==> src/rtl/motor_cmd_scheduler.sv <==
// Motor command scheduler: assembles 5-byte UART packets into motor commands,
// holds one pending command per channel and loads it when the motor is idle.

package motor_cmd_scheduler_pkg;

   typedef enum logic [1:0] {
      ST_IDLE   = 2'd0,
      ST_RECV   = 2'd1,
      ST_COMMIT = 2'd2
   } state_e;

   typedef struct packed {
      logic        dir;
      logic [14:0] steps;
      logic [14:0] divider;
   } mot_cmd_t;

endpackage

module motor_cmd_scheduler
   import motor_cmd_scheduler_pkg::*;
#(
   parameter int unsigned NUM_CH         = 10,
   parameter int unsigned TIMEOUT_CYCLES = 2400000,
   parameter int unsigned TMR_W          = 22
) (
   input  logic                  CLK_SE_AR,
   input  logic                  reset,
   input  logic                  rx_valid,
   input  logic [7:0]            rx_data,
   input  logic [NUM_CH-1:0]     motor_active,
   output logic [15*NUM_CH-1:0]  mot_divider,
   output logic [15*NUM_CH-1:0]  mot_steps,
   output logic [NUM_CH-1:0]     mot_dir,
   output logic [NUM_CH-1:0]     mot_load,
   output logic [NUM_CH-1:0]     pend_mask,
   output logic [NUM_CH-1:0]     busy_mask,
   output logic                  err_chan,
   output logic                  err_ovf,
   output logic                  err_tmo
);

   localparam int unsigned CNT_W     = 3;
   localparam int unsigned PKT_W     = 40;
   localparam logic [TMR_W-1:0] TMO_RELOAD = TMR_W'(TIMEOUT_CYCLES - 1);

   // parser state
   state_e             state_q, state_d;
   logic [CNT_W-1:0]   cnt_q, cnt_d;
   logic [PKT_W-1:0]   shift_q, shift_d;
   logic [TMR_W-1:0]   tmr_q, tmr_d;
   logic               err_tmo_q, err_tmo_d;

   // per-channel scheduling state
   mot_cmd_t [NUM_CH-1:0]     slot_q, slot_d;
   logic [NUM_CH-1:0]         pend_q, pend_d;
   logic [NUM_CH-1:0]         busy_q, busy_d;
   logic [NUM_CH-1:0]         seen_q, seen_d;
   logic [NUM_CH-1:0]         load_q, load_d;
   logic [NUM_CH-1:0][14:0]   div_q, div_d;
   logic [NUM_CH-1:0][14:0]   steps_q, steps_d;
   logic [NUM_CH-1:0]         dir_q, dir_d;
   logic                      err_chan_q, err_chan_d;
   logic                      err_ovf_q, err_ovf_d;

   logic [NUM_CH-1:0]         drain_c;
   logic [3:0]                cmd_ch_c;
   mot_cmd_t                  cmd_c;

   // a slot drains when occupied, the motor is idle and no load was just issued
   assign drain_c  = pend_q & ~busy_q & ~load_q;
   assign cmd_ch_c = shift_q[3:0];
   assign cmd_c    = '{dir: shift_q[34], steps: shift_q[33:19], divider: shift_q[18:4]};

   // byte parser: shifting, byte count, inter-byte timeout
   always_comb begin
      state_d   = state_q;
      cnt_d     = cnt_q;
      shift_d   = shift_q;
      tmr_d     = tmr_q;
      err_tmo_d = 1'b0;
      if (rx_valid) begin
         shift_d = {rx_data, shift_q[PKT_W-1:8]};
         tmr_d   = TMO_RELOAD;
         if (cnt_q == CNT_W'(4)) begin
            cnt_d   = '0;
            state_d = ST_COMMIT;
         end else begin
            cnt_d   = cnt_q + CNT_W'(1);
            state_d = ST_RECV;
         end
      end else if (cnt_q != '0) begin
         if (tmr_q == '0) begin
            cnt_d     = '0;
            state_d   = ST_IDLE;
            err_tmo_d = 1'b1;
         end else begin
            tmr_d = tmr_q - TMR_W'(1);
         end
      end else begin
         state_d = ST_IDLE;
      end
   end

   // dispatch, busy tracking and commit of a completed packet into its slot
   always_comb begin
      slot_d     = slot_q;
      pend_d     = pend_q;
      busy_d     = busy_q;
      seen_d     = seen_q;
      load_d     = '0;
      div_d      = div_q;
      steps_d    = steps_q;
      dir_d      = dir_q;
      err_chan_d = 1'b0;
      err_ovf_d  = 1'b0;

      for (int unsigned c = 0; c < NUM_CH; c++) begin
         if (drain_c[c]) begin
            div_d[c]   = slot_q[c].divider;
            steps_d[c] = slot_q[c].steps;
            dir_d[c]   = slot_q[c].dir;
            load_d[c]  = 1'b1;
            pend_d[c]  = 1'b0;
            busy_d[c]  = |slot_q[c].steps;
            seen_d[c]  = 1'b0;
         end else if (busy_q[c]) begin
            if (seen_q[c] && !motor_active[c]) begin
               busy_d[c] = 1'b0;
               seen_d[c] = 1'b0;
            end else if (motor_active[c]) begin
               seen_d[c] = 1'b1;
            end
         end
      end

      if (state_q == ST_COMMIT) begin
         if (32'(cmd_ch_c) >= NUM_CH) begin
            err_chan_d = 1'b1;
         end else begin
            for (int unsigned c = 0; c < NUM_CH; c++) begin
               if (cmd_ch_c == 4'(c)) begin
                  // a slot drained this cycle is free, so the new write wins
                  if (pend_q[c] && !drain_c[c]) begin
                     err_ovf_d = 1'b1;
                  end else begin
                     slot_d[c] = cmd_c;
                     pend_d[c] = 1'b1;
                  end
               end
            end
         end
      end
   end

   // state registers
   always_ff @(posedge CLK_SE_AR) begin
      if (reset) begin
         state_q    <= ST_IDLE;
         cnt_q      <= '0;
         shift_q    <= '0;
         tmr_q      <= '0;
         err_tmo_q  <= 1'b0;
         slot_q     <= '0;
         pend_q     <= '0;
         busy_q     <= '0;
         seen_q     <= '0;
         load_q     <= '0;
         div_q      <= '0;
         steps_q    <= '0;
         dir_q      <= '0;
         err_chan_q <= 1'b0;
         err_ovf_q  <= 1'b0;
      end else begin
         state_q    <= state_d;
         cnt_q      <= cnt_d;
         shift_q    <= shift_d;
         tmr_q      <= tmr_d;
         err_tmo_q  <= err_tmo_d;
         slot_q     <= slot_d;
         pend_q     <= pend_d;
         busy_q     <= busy_d;
         seen_q     <= seen_d;
         load_q     <= load_d;
         div_q      <= div_d;
         steps_q    <= steps_d;
         dir_q      <= dir_d;
         err_chan_q <= err_chan_d;
         err_ovf_q  <= err_ovf_d;
      end
   end

   assign mot_divider = div_q;
   assign mot_steps   = steps_q;
   assign mot_dir     = dir_q;
   assign mot_load    = load_q;
   assign pend_mask   = pend_q;
   assign busy_mask   = busy_q;
   assign err_chan    = err_chan_q;
   assign err_ovf     = err_ovf_q;
   assign err_tmo     = err_tmo_q;

endmodule
==> config.mk <==
export PLATFORM = sky130hd
export DESIGN_NAME = motor_cmd_scheduler
export DESIGN_NICKNAME = d
export VERILOG_FILES = /design/src/rtl/motor_cmd_scheduler.sv
export SDC_FILE = /design/constraint.sdc
export NUM_CORES = 1
export LEC_CHECK = 0
export BUFFER_PORTS_ARGS = -buffer_cell sky130_fd_sc_hd__buf_4
export CORE_MARGIN = 2
export CORE_UTILIZATION = 40
export CTS_CLUSTER_DIAMETER = 50
export DETAILED_ROUTE_END_ITERATION = 10
export PLACE_DENSITY = 0.74
export REMOVE_ABC_BUFFERS = 1
export SYNTH_ARGS = -nofsm -noshare
export SYNTH_HDL_FRONTEND = slang
export SYNTH_SLANG_ARGS = --single-unit
export TNS_END_PERCENT = 5
==> constraint.sdc <==
create_clock -name CLK_SE_AR -period 2.2 [get_ports CLK_SE_AR]
set_input_delay 0.11 -clock CLK_SE_AR [delete_from_list [all_inputs] [get_ports CLK_SE_AR]]
set_output_delay 0.11 -clock CLK_SE_AR [all_outputs]
set_load 0.05 [all_outputs]
==> flow_summary.yaml <==
run_status:
  status: "completed"
timing:
  fin_setup_tns_ns: 0
  rsz0062_at_grt: "yes"
  min_period_ns: 2.14
  worst_slew_pin_slew_ns: 0.876
  finalSetupViolations: 0
  fin_worst_skew_ns: 0.0220
  whs_ns: 0.302
  fmax_ghz: 0.467
  min_period_over_period_pct: 97.2
  final_hold_viol_count: 0
  slew_headroom_pct: 41.0
  drv_slew: 0
synth:
  synth-compound-area-share_pct: 19.6
  ys_seq_area_share_pct: 59.3
  synth_cells: 2595
  ys_types: 44
  synth_top_family_by_area: "compound AO/OA/AOI/OAI gates"
  async_reset_ff_share_pct: 0
  yosys.area_share.simple_pct: 14.8
  synth_flop_cell: "dfxtp_1"
  synthMuxAreaShare_pct: 2.34
  yosys_warnings: 0
  ys_seq_elements: 730
  synthAdderAreaFrac_pct: 0.152
  synth_edf_count: 0
  syn_area_um2: 24600
  syn_avg_cell_area_um2: 9.50
  synth_xor_area_share_pct: 0.249
critical_path:
  worstPathRequired_ns: 2.68
  critical_path_class: "flop to flop"
  start_kind: "flop"
  endpoint_kind: "flop"
  cp_max_fo: 7
  arrival_ns: 2.62
die:
  die_w_um: 252
  die_y_um: 252
  ioPinCount: 364
  core-area_um2: 60600
  row_count: 90
  start_util_pct: 40.7
  die_area_um2: 63600
cts:
  clkSinkCount: 730
  cts_made_buffers: 80
  clk_latency_ns: 0.62
  h-tree-depth: 3
  tritoncts: "built"
  cts_root_buf: "clkbuf_16"
  clk_pin_slew_ns: 0.07
  cts_buffer_depth: 3
power_and_ir_drop:
  peakVddDrop_uv: 550
  leakage_nw: 12.5
  p_total_mw: 28.0
  p_per_area_nw_per_um2: 880
placed_design:
  port_buffers: 363
  dpl_cell_area_um2: 28700
  gp_congestion: 0.874
  hpwl_um: 52200
grt:
  grt-ovfl-total: 0
  grt_pass1_vias: 19100
  antenna_found_initial: 2
  track_usage_pct: 24.8
  grt_pass1_wl_um: 119000
  grt_max_degree: 136
layout:
  fillCellCount: 5340
  area_growth_pct: 29.2
  stdcell_area_um2: 31800
  layout.nets: 2987
  drive_gt1_share_pct: 21.5
  post-route-util_pct: 52.6
run:
  cap_violations: 0
route:
  routed_wl_um: 81400
  ant_nets: 0
  vias: 20800
  drt_iter0_drc: 1813
  drc: 0
  vias_per_cell: 5.46
  firstDrtPassIters: 5
  wire_per_inst_um: 21.3
hold_path:
  min_path_type: "primary input to flop"
report_power, final:
part | leakage [nW] | switching [mW] | total, mW | internal, mW
sequential | 5.88 | 0.0494 | 13.3 | 13.3
combinational | 5.23 | 0.548 | 0.814 | 0.266
clock | 1.37 | 5.62 | 13.9 | 8.27
cells in the mapped netlist, drive strengths merged (2+ instances only):
| master | number | area, µm² |
|---|---|---|
| a211oi | 2 | 15.0 |
| a21oi | 344 | 1720 |
| a22o | 310 | 2720 |
| a311oi | 3 | 26.3 |
| a31oi | 6 | 37.5 |
| a32o | 10 | 100 |
| and3 | 18 | 113 |
| and4 | 2 | 17.5 |
| buf | 25 | 103 |
| clkbuf | 205 | 769 |
| dfxtp | 730 | 14600 |
| ha | 3 | 37.5 |
| inv | 7 | 26.3 |
| mux2i | 52 | 521 |
| mux4 | 2 | 45.0 |
| nand2 | 634 | 2380 |
| nand2b | 15 | 93.8 |
| nand3 | 13 | 65.1 |
| nand3b | 2 | 15.0 |
| nand4 | 10 | 62.6 |
| nor2 | 61 | 229 |
| nor2b | 15 | 93.8 |
| nor3 | 23 | 120 |
| nor4 | 35 | 231 |
| o211ai | 3 | 37.5 |
| o21ai | 17 | 85.1 |
| o31ai | 7 | 52.6 |
| or3 | 11 | 68.8 |
| or4 | 15 | 116 |
| xnor2 | 6 | 52.6 |
what timing repair did:
action,CTS,global route
pin swaps,0,1
setup buffers,0,1
endpoints found under the hold margin,54,0
cloned,0,0
resized for setup,1,4
setup endpoints to repair,11,7
hold buffers,28,0
through the flow:
step	worst slack [ns]	cells
after floorplan	-0.168	2365
after global routing	-0.0323	3809
final	0.0606	3812
after global placement	-0.0347	3634
after detailed placement	-0.0409	3634
after CTS	0.0213	3808
worst max-delay path, cell delays in order, from the launching register on:
cell and delay (ns):
dfxtp_1 0.32, or4_4 0.54, or4_4 0.59, o211ai_2 0.31
xor2_1 0.18, a21oi_1 0.08
cells by family (layout without fill, tap and decap cells):
kind of cell,Yosys count,in the layout
AOI/OAI and AO/OA,705,705
other,0,3
and+or+nand+nor,858,858
DFF,730,730
buffers and inverters,237,669
adders and majority gates,3,3
xor gates and xnor gates,7,7
muxes,55,55
layout by cell type (no fill, tap or decap), drive strengths merged, types with 9 or more instances in the layout:
cell and count:
dfxtp 730, nand2 634, buf 488, a21oi 344
a22o 310, clkbuf 103, nor2 61, mux2i 52
nor4 35, dlygate4sd3 28, nor3 23, clkinv 23
and3 18, o21ai 17, inv 17, nand2b 15
nor2b 15, or4 15, nand3 13, or3 11
nand4 10, a32o 10, bufinv 9
state kept, by name, summed over array words and instances, names as in the netlist, 22 cells and up:
register and count:
mot_divider 150, shift_q 40, slot_q 310, mot_steps 150, tmr_q 22
final cells by class:
cell class | instances | area [µm²] | area share [%]
antenna | 3 | 7.51 | 0.0236
clock buffer | 103 | 2210 | 6.94
clock inverter | 43 | 571 | 1.79
inverter | 7 | 26.3 | 0.0825
multi-input combinational | 1628 | 9190 | 28.9
sequential | 730 | 14600 | 45.9
tap | 782 | 978 | 3.07
timing repair buffer | 516 | 4240 | 13.3
path summary, 6_finish.rpt:
check	start	endpoint	slack (ns)	cells past startpoint
max	tmr_q[9]	tmr_q[2]	0.06	5
max reg2reg	tmr_q[9]	tmr_q[2]	0.06	5
min	motor_active[2]	seen_q[2]	0.30	4
min reg2reg	slot_q[285]	mot_divider[141]	0.45	1
layer usage:
metal  wire length (µm)  GRT usage (%)
met5                 13              0
met4               2670           8.35
met3               6760           5.89
met2              35900           37.5
met1              36000           34.7
No activity file was read; power rests on OpenSTA's default activity.
